## src/rtl/alu_arith.sv

```systemverilog
// Registered arithmetic unit: CLA add/sub with NZCV flags and a start/done handshake.
// Define ALU_MUL_EN to build the sequential shift-add multiplier for opcodes 100/101.
module alu_arith #(
   parameter int WIDTH     = 8,
   parameter int CLA_GROUP = 4
) (
   input  logic             clk,
   input  logic             rst,
   input  logic             start,
   input  logic [2:0]       op,
   input  logic [WIDTH-1:0] in_a,
   input  logic [WIDTH-1:0] in_b,
   input  logic             cin,
   output logic             busy,
   output logic             done,
   output logic [WIDTH-1:0] out_result,
   output logic             cout,
   output logic             zero,
   output logic             neg,
   output logic             ovf
);
   localparam int NGRP = WIDTH / CLA_GROUP;

   logic [WIDTH-1:0] addend, gen, prop, sum;
   logic             carry0, add_cout, add_ovf, accept;

   logic             done_reg, done_next;
   logic [WIDTH-1:0] result_reg, result_next;
   logic             cout_reg, cout_next, ovf_reg, ovf_next;
   logic             zero_reg, zero_next, neg_reg, neg_next;
   logic             load;

   // SUB/SBC add the inverted operand; the carry-in is 1 for SUB and cin for ADC/SBC.
   assign addend = op[1] ? ~in_b : in_b;
   assign carry0 = op[0] ? cin : op[1];
   assign gen    = in_a & addend;
   assign prop   = in_a ^ addend;

   // Lookahead inside each group, group carries rippled between groups.
   always_comb begin
      logic grp_cin, grp_cout, cbit, chain;
      sum      = '0;
      grp_cin  = carry0;
      grp_cout = 1'b0;
      for (int g = 0; g < NGRP; g++) begin
         grp_cout = 1'b0;
         for (int k = 0; k <= CLA_GROUP; k++) begin
            cbit  = 1'b0;
            chain = 1'b1;
            for (int j = k - 1; j >= 0; j--) begin
               cbit  = cbit | (chain & gen[g*CLA_GROUP + j]);
               chain = chain & prop[g*CLA_GROUP + j];
            end
            cbit = cbit | (chain & grp_cin);
            if (k < CLA_GROUP)
               sum[g*CLA_GROUP + k] = prop[g*CLA_GROUP + k] ^ cbit;
            else
               grp_cout = cbit;
         end
         grp_cin = grp_cout;
      end
      add_cout = grp_cin;
   end

   assign add_ovf = (in_a[WIDTH-1] == addend[WIDTH-1]) && (sum[WIDTH-1] != in_a[WIDTH-1]);

`ifdef ALU_MUL_EN
   localparam int CW = $clog2(WIDTH + 1);
   typedef enum logic {IDLE, MUL} state_t;

   state_t               state_reg, state_next;
   logic [CW-1:0]        count_reg, count_next;
   logic [WIDTH-1:0]     mcand_reg, mcand_next, mplr_reg, mplr_next;
   logic [2*WIDTH-1:0]   prod_reg, prod_next, prod_step;
   logic                 high_reg, high_next;
   logic [WIDTH:0]       upper;

   assign busy  = (state_reg == MUL);
   assign upper = {1'b0, prod_reg[2*WIDTH-1:WIDTH]} + {1'b0, (mplr_reg[0] ? mcand_reg : '0)};
   assign prod_step = {upper, prod_reg[WIDTH-1:1]};
`else
   assign busy = 1'b0;
`endif

   assign accept = start && !busy;

   always_comb begin
      done_next   = 1'b0;
      load        = 1'b0;
      result_next = result_reg;
      cout_next   = cout_reg;
      ovf_next    = ovf_reg;
`ifdef ALU_MUL_EN
      state_next  = state_reg;
      count_next  = count_reg;
      mcand_next  = mcand_reg;
      mplr_next   = mplr_reg;
      prod_next   = prod_reg;
      high_next   = high_reg;
`endif
      if (accept) begin
         case (op)
            3'b110: begin
               load = 1'b1; result_next = in_b; cout_next = 1'b0; ovf_next = 1'b0;
            end
            3'b111: begin
               load = 1'b1; result_next = in_a; cout_next = 1'b0; ovf_next = 1'b0;
            end
            3'b100, 3'b101: begin
`ifdef ALU_MUL_EN
               state_next = MUL;
               count_next = CW'(WIDTH);
               mcand_next = in_a;
               mplr_next  = in_b;
               prod_next  = '0;
               high_next  = op[0];
`else
               // Multiply not built: complete immediately, V marks the op unsupported.
               load = 1'b1; result_next = '0; cout_next = 1'b0; ovf_next = 1'b1;
`endif
            end
            default: begin
               load = 1'b1; result_next = sum; cout_next = add_cout; ovf_next = add_ovf;
            end
         endcase
      end
`ifdef ALU_MUL_EN
      else if (state_reg == MUL) begin
         prod_next  = prod_step;
         mplr_next  = mplr_reg >> 1;
         count_next = count_reg - 1'b1;
         if (count_reg == CW'(1)) begin
            state_next  = IDLE;
            load        = 1'b1;
            result_next = high_reg ? prod_step[2*WIDTH-1:WIDTH] : prod_step[WIDTH-1:0];
            cout_next   = (prod_step[2*WIDTH-1:WIDTH] != '0);
            ovf_next    = 1'b0;
         end
      end
`endif
      done_next = load;
      zero_next = load ? (result_next == '0) : zero_reg;
      neg_next  = load ? result_next[WIDTH-1] : neg_reg;
   end

   always_ff @(posedge clk) begin
      if (rst) begin
         done_reg   <= 1'b0;
         result_reg <= '0;
         cout_reg   <= 1'b0;
         ovf_reg    <= 1'b0;
         zero_reg   <= 1'b0;
         neg_reg    <= 1'b0;
`ifdef ALU_MUL_EN
         state_reg  <= IDLE;
         count_reg  <= '0;
         mcand_reg  <= '0;
         mplr_reg   <= '0;
         prod_reg   <= '0;
         high_reg   <= 1'b0;
`endif
      end else begin
         done_reg   <= done_next;
         result_reg <= result_next;
         cout_reg   <= cout_next;
         ovf_reg    <= ovf_next;
         zero_reg   <= zero_next;
         neg_reg    <= neg_next;
`ifdef ALU_MUL_EN
         state_reg  <= state_next;
         count_reg  <= count_next;
         mcand_reg  <= mcand_next;
         mplr_reg   <= mplr_next;
         prod_reg   <= prod_next;
         high_reg   <= high_next;
`endif
      end
   end

   assign done       = done_reg;
   assign out_result = result_reg;
   assign cout       = cout_reg;
   assign zero       = zero_reg;
   assign neg        = neg_reg;
   assign ovf        = ovf_reg;
endmodule

```

## config.mk

```make
export PLATFORM = sky130hd
export DESIGN_NAME = alu_arith
export DESIGN_NICKNAME = d
export VERILOG_FILES = /design/src/rtl/alu_arith.sv
export SDC_FILE = /design/constraint.sdc
export NUM_CORES = 1
export LEC_CHECK = 0
export ABC_AREA = 1
export BUFFER_PORTS_ARGS = -buffer_cell sky130_fd_sc_hd__buf_2
export CAP_MARGIN = 20
export CORE_MARGIN = 2
export CORE_UTILIZATION = 50
export DETAILED_ROUTE_END_ITERATION = 16
export PLACE_DENSITY = 0.78
export SYNTH_ARGS = -nofsm -noshare
export SYNTH_HDL_FRONTEND = slang
export SYNTH_SLANG_ARGS = --single-unit
```

## constraint.sdc

```tcl
create_clock -name clk -period 5.09 [get_ports clk]
set_input_delay 1.2725 -clock clk [delete_from_list [all_inputs] [get_ports clk]]
set_output_delay 1.2725 -clock clk [all_outputs]
set_load 0.01 [all_outputs]
```

* Yosys cells after proc, flatten, opt, wreduce, memory -nomap -nowiden
Index checks and enable logic that the tools add are counted.
Cells by class: equal/unequal tests 6, multiplexer cells 7, bitwise gates (word level) 63, reductions and logical operators 5
Operator list (count):
- $and A1 B1 Y1 | 32
- $pmux W8 S3 | 1
- $or A1 B1 Y1 | 20
- $mux W8 | 2
- $eq A3 B3 Y1 const B | 4
- $and A8 B8 Y8 | 1
- $logic_not A8 Y1 | 1
- $not A8 Y8 | 1
- $xor A1 B1 Y1 | 8
- $xor A8 B8 Y8 | 1
- $reduce_or A2 Y1 | 2
- $reduce_or A4 Y1 | 1
- $mux W1 | 3
- $pmux W1 S2 | 1
- $eq A1 B1 Y1 | 1
- $logic_and A1 B1 Y1 | 1
- $ne A1 B1 Y1 | 1
Word-level totals: register bits after elaboration 13, word-level logic and storage cells 87

* Logic depth before layout (Yosys ltp)
depth in word-level cells 14, depth in mapped cells 20, depth with buffers taken out 19

* Least setup slack after synthesis
No wires, ideal clock.
path type input-to-reg, start input op[1], end register zero_reg, in the netlist zero, library setup time 0.066 ns, arrival time 3.379 ns, required time 5.024 ns, slack 1.645 ns, stages 20, cells stage by stage buf_6 xor2_1 ha_1 nand2_1 nand2_1 nor2_1 nand2_2 nand2_1 fa_1 inv_1 nand2_1 nand3_1 nand2_1 a21boi_1 nand2_1 nor2_1 nand3_1 nor2_1 nand2_1 a21oi_2
Between the ends: cells in the longest elaborated chain, start to end 13
RTL lines:
- start, declared | line 10 | input logic [2:0] op,
- $mux W8 | line 34 | assign addend = op[1] ? ~in_b : in_b;
- $xor A8 B8 Y8 or $and A8 B8 Y8 (tied branches) | line 37, 36
- $and A1 B1 Y1 (on tied branches) | line 51, 52
- $or A1 B1 Y1, or another cell as far along (2 in series) | line 51 | cbit = cbit | (chain & gen[g*CLA_GROUP + j]);
- $or A1 B1 Y1 or $and A1 B1 Y1 (tied branches) | line 51, 54
- $or A1 B1 Y1 | line 54 | cbit = cbit | (chain & grp_cin);
- $and A1 B1 Y1 | line 54
- $or A1 B1 Y1 | line 54
- $xor A1 B1 Y1 | line 56 | sum[g*CLA_GROUP + k] = prop[g*CLA_GROUP + k] ^ cbit;
- $pmux W8 S3 * | line 102 | case (op)
- $mux W8 * | line 101 | if (accept) begin
- $logic_not A8 Y1 * | line 142 | zero_next = load ? (result_next == '0) : zero_reg;
- end signal, assigned | line 167 | zero_reg <= zero_next;
- end, declared | line 30 | logic zero_reg, zero_next, neg_reg, neg_next;
Mark *: on every way between the ends. The rest lies on a longest branch, timed or not. A chain may end at the register's enable or synchronous reset.

* Final worst setup path
Same ends and word-level chain as after synthesis.

==> impl_metrics.json <==
{
  "num_vias": 1265,
  "overflow": 0,
  "synth_top_area_cell": "dfxtp_1",
  "yosysWarningCount": 0,
  "worst_skew_pair.late_latency_ns": 0.28,
  "placementRows": 17,
  "end_kind": "flop",
  "fin_setup_tns_ns": 0,
  "clockRootBuffer": "clkbuf_4",
  "p_leak_nw": 0.7804,
  "worst_path_most_repeated_cell": "nand2_1",
  "dieArea_um2": 2786,
  "pre_cts_ws_ns": 1.296,
  "maxSlewViolCount": 0,
  "detailed_place_hpwl_mm": 2.392,
  "synthesis.nets": 221,
  "netlist_top_cells_area": "dfxtp_1, nand2_1, ha_1",
  "grt_pass1_wl_mm": 4.816,
  "grt_max_degree": 14,
  "worst_slack_ns": 1.576,
  "cts_made_buffers": 3,
  "synthDominantCellAreaShare_pct": 21.87,
  "power_density_nw_per_um2": 226.2,
  "drt-total-wl_mm": 2.810,
  "post_cts_buffers": 0,
  "hold_buffers": 0,
  "crit_slowest_cell": "fa_1",
  "syn2layout_area_growth_pct": 16.61,
  "critPathMaxStageDelay_ns": 0.39,
  "rr_startpoint": "out_result[0]",
  "status": "completed",
  "fmax_ghz": 0.2846,
  "ys_ff_latch": 13,
  "cp.required_ns": 5.31,
  "start_util_pct": 53.28,
  "rsz0062_at_grt": "no",
  "vdd.ir_drop.worst_mv": 0.1916,
  "final_area_um2": 1388,
  "cts.htree.levels": 1,
  "syn_inst": 188,
  "critPathCapture": "zero",
  "critPathMaxFanout": 11,
  "fin_total_pwr_w": 0.0003139,
  "die_y_um": 52.79,
  "dr.pass1.iters": 4,
  "wl_per_cell_um": 11.29,
  "cts.path.max_buffers": 2,
  "drc": 0,
  "cts_resized": 0,
  "regToRegSetupSlack_ns": 3.88,
  "period_minus_slack_ns": 3.514,
  "placed_cell_area_um2": 1361,
  "drv_cap": 0,
  "final_layout_size_suffix_gt1_share_pct": 22.62,
  "cts_tree": "yes",
  "hp-class": "flop to flop",
  "worstPathCellList": "buf_2 > xor2_1 > ha_1 > nand2_1 > inv_1 > nand2_2 > nand2_2 > nand2_1 > fa_1 > inv_1 > nand2_1 > nand3_1 > nand2_1 > a21boi_1 > nand2_1 > nor2_1 > nand3_1 > nor2_1 > nand2_1 > a21oi_2",
  "hold_viol": 0,
  "holdWs_ns": 0.4675,
  "antenna_left": 0,
  "drt_iter0_markers": 23,
  "ioPinCount": 37,
  "final_cell_mix": "nand2_1, buf_2, inv_1, nand3_1, nor2_1",
  "num_antenna_cells": 0,
  "critPathKind": "primary input to flop",
  "cp-start-kind": "primary input",
  "place_congestion": 0.8874,
  "synth_cell_types": 29,
  "track_usage_pct": 23.54,
  "reg2reg_depth": 9,
  "core_area_um2": 2233,
  "antenna_found_initial": 0,
  "viasPerCell": 5.080,
  "setup_viol": 0,
  "largest_register_ffs": 8,
  "numPortBuffers": 35,
  "synth_area_um2": 1190,
  "syn_area_per_cell_um2": 6.329,
  "ys_seq_area_share_pct": 21.87,
  "die_x_um": 52.79,
  "fin_crit_sh_pct": 69.03,
  "worst_r2r_endpoint": "zero",
  "cts.sinks": 13,
  "layout_commonest_cell": "nand2_1",
  "critPathLaunch": "op[1]",
  "skew_ns": 0.0006005,
  "clkTransAtPathRegs_ns": 0.07,
  "cp.arrival_ns": 3.73,
  "grt_pass1_vias": 1172,
  "nets": 255
}
layer usage:
| metal | vias up | part of all wire, % | track usage (%) |
|---|---|---|---|
| met5 | - | 0 | 0 |
| met4 | 0 | 1.5 | 4.701 |
| met3 | 4 | 6.8 | 5.143 |
| met2 | 47 | 48 | 42.50 |
| met1 | 560 | 43 | 28.30 |
| li1 | 654 | - | - |
metrics by stage:
stage / utilization, % / cells
after CTS: 62.13 / 249
after detailed placement: 60.95 / 245
after global routing: 62.13 / 249
final: 62.13 / 249
after global placement: 60.95 / 245
after floorplan: - / 188
worst max-delay path: cells and delay by family:
family	cells	cell delay [ns]
buf+inv	3	0.33
compound gates	2	0.30
simple gates	12	0.88
xor+xnor	1	0.19
fa+ha+maj	2	0.75
layout make-up:
| type | count | area, um2 |
|---|---|---|
| inverter | 24 | 90.09 |
| sequential | 13 | 260.3 |
| timing repair buffer | 35 | 175.2 |
| multi-input combinational | 145 | 800.8 |
| fill | 228 | 845.8 |
| tap | 28 | 35.03 |
| clock buffer | 4 | 26.28 |
synthesized netlist by cell type, drive strengths merged:
master  number
nand2       66
inv         24
nand3       19
nor2        15
dfxtp       13
a21oi       10
ha           8
xor2         7
buf          4
a21boi       3
xnor2        3
a22oi        2
clkbuf       2
fa           2
nand3b       2
o21ai        2
a31oi        1
conb         1
o21a         1
o21bai       1
o22ai        1
or2          1
where the power goes:
group | internal (W) | total (W) | switching (W)
combinational | 0.0000557 | 0.000138 | 0.0000824
sequential | 0.000110 | 0.000113 | 0.00000359
clock | 0.0000304 | 0.0000626 | 0.0000321
kinds of logic (layout without fill, tap and decap cells):
kind of cell / after synthesis / count (layout) / share of synthesized area [%]
AO/OA/AOI/OAI: 21 / 21 / 10.83
adder cells (fa/ha/maj): 10 / 10 / 11.78
XOR/XNOR: 10 / 10 / 7.361
AND/OR/NAND/NOR: 103 / 103 / 37.01
buffers and inverters: 30 / 63 / 10.83
other: 1 / 1 / 0.3152
flip-flops: 13 / 13 / 21.87
worst min path at each step:
stage	start	to	depth (start not counted)
finish	cout	cout	2
global route	cout	cout	2
CTS	cout	cout	2
detailed placement	cout	cout	2
global placement	cout	cout	2
floorplan	cout	cout	2
Note: power is estimated with default switching activity, not from simulation.
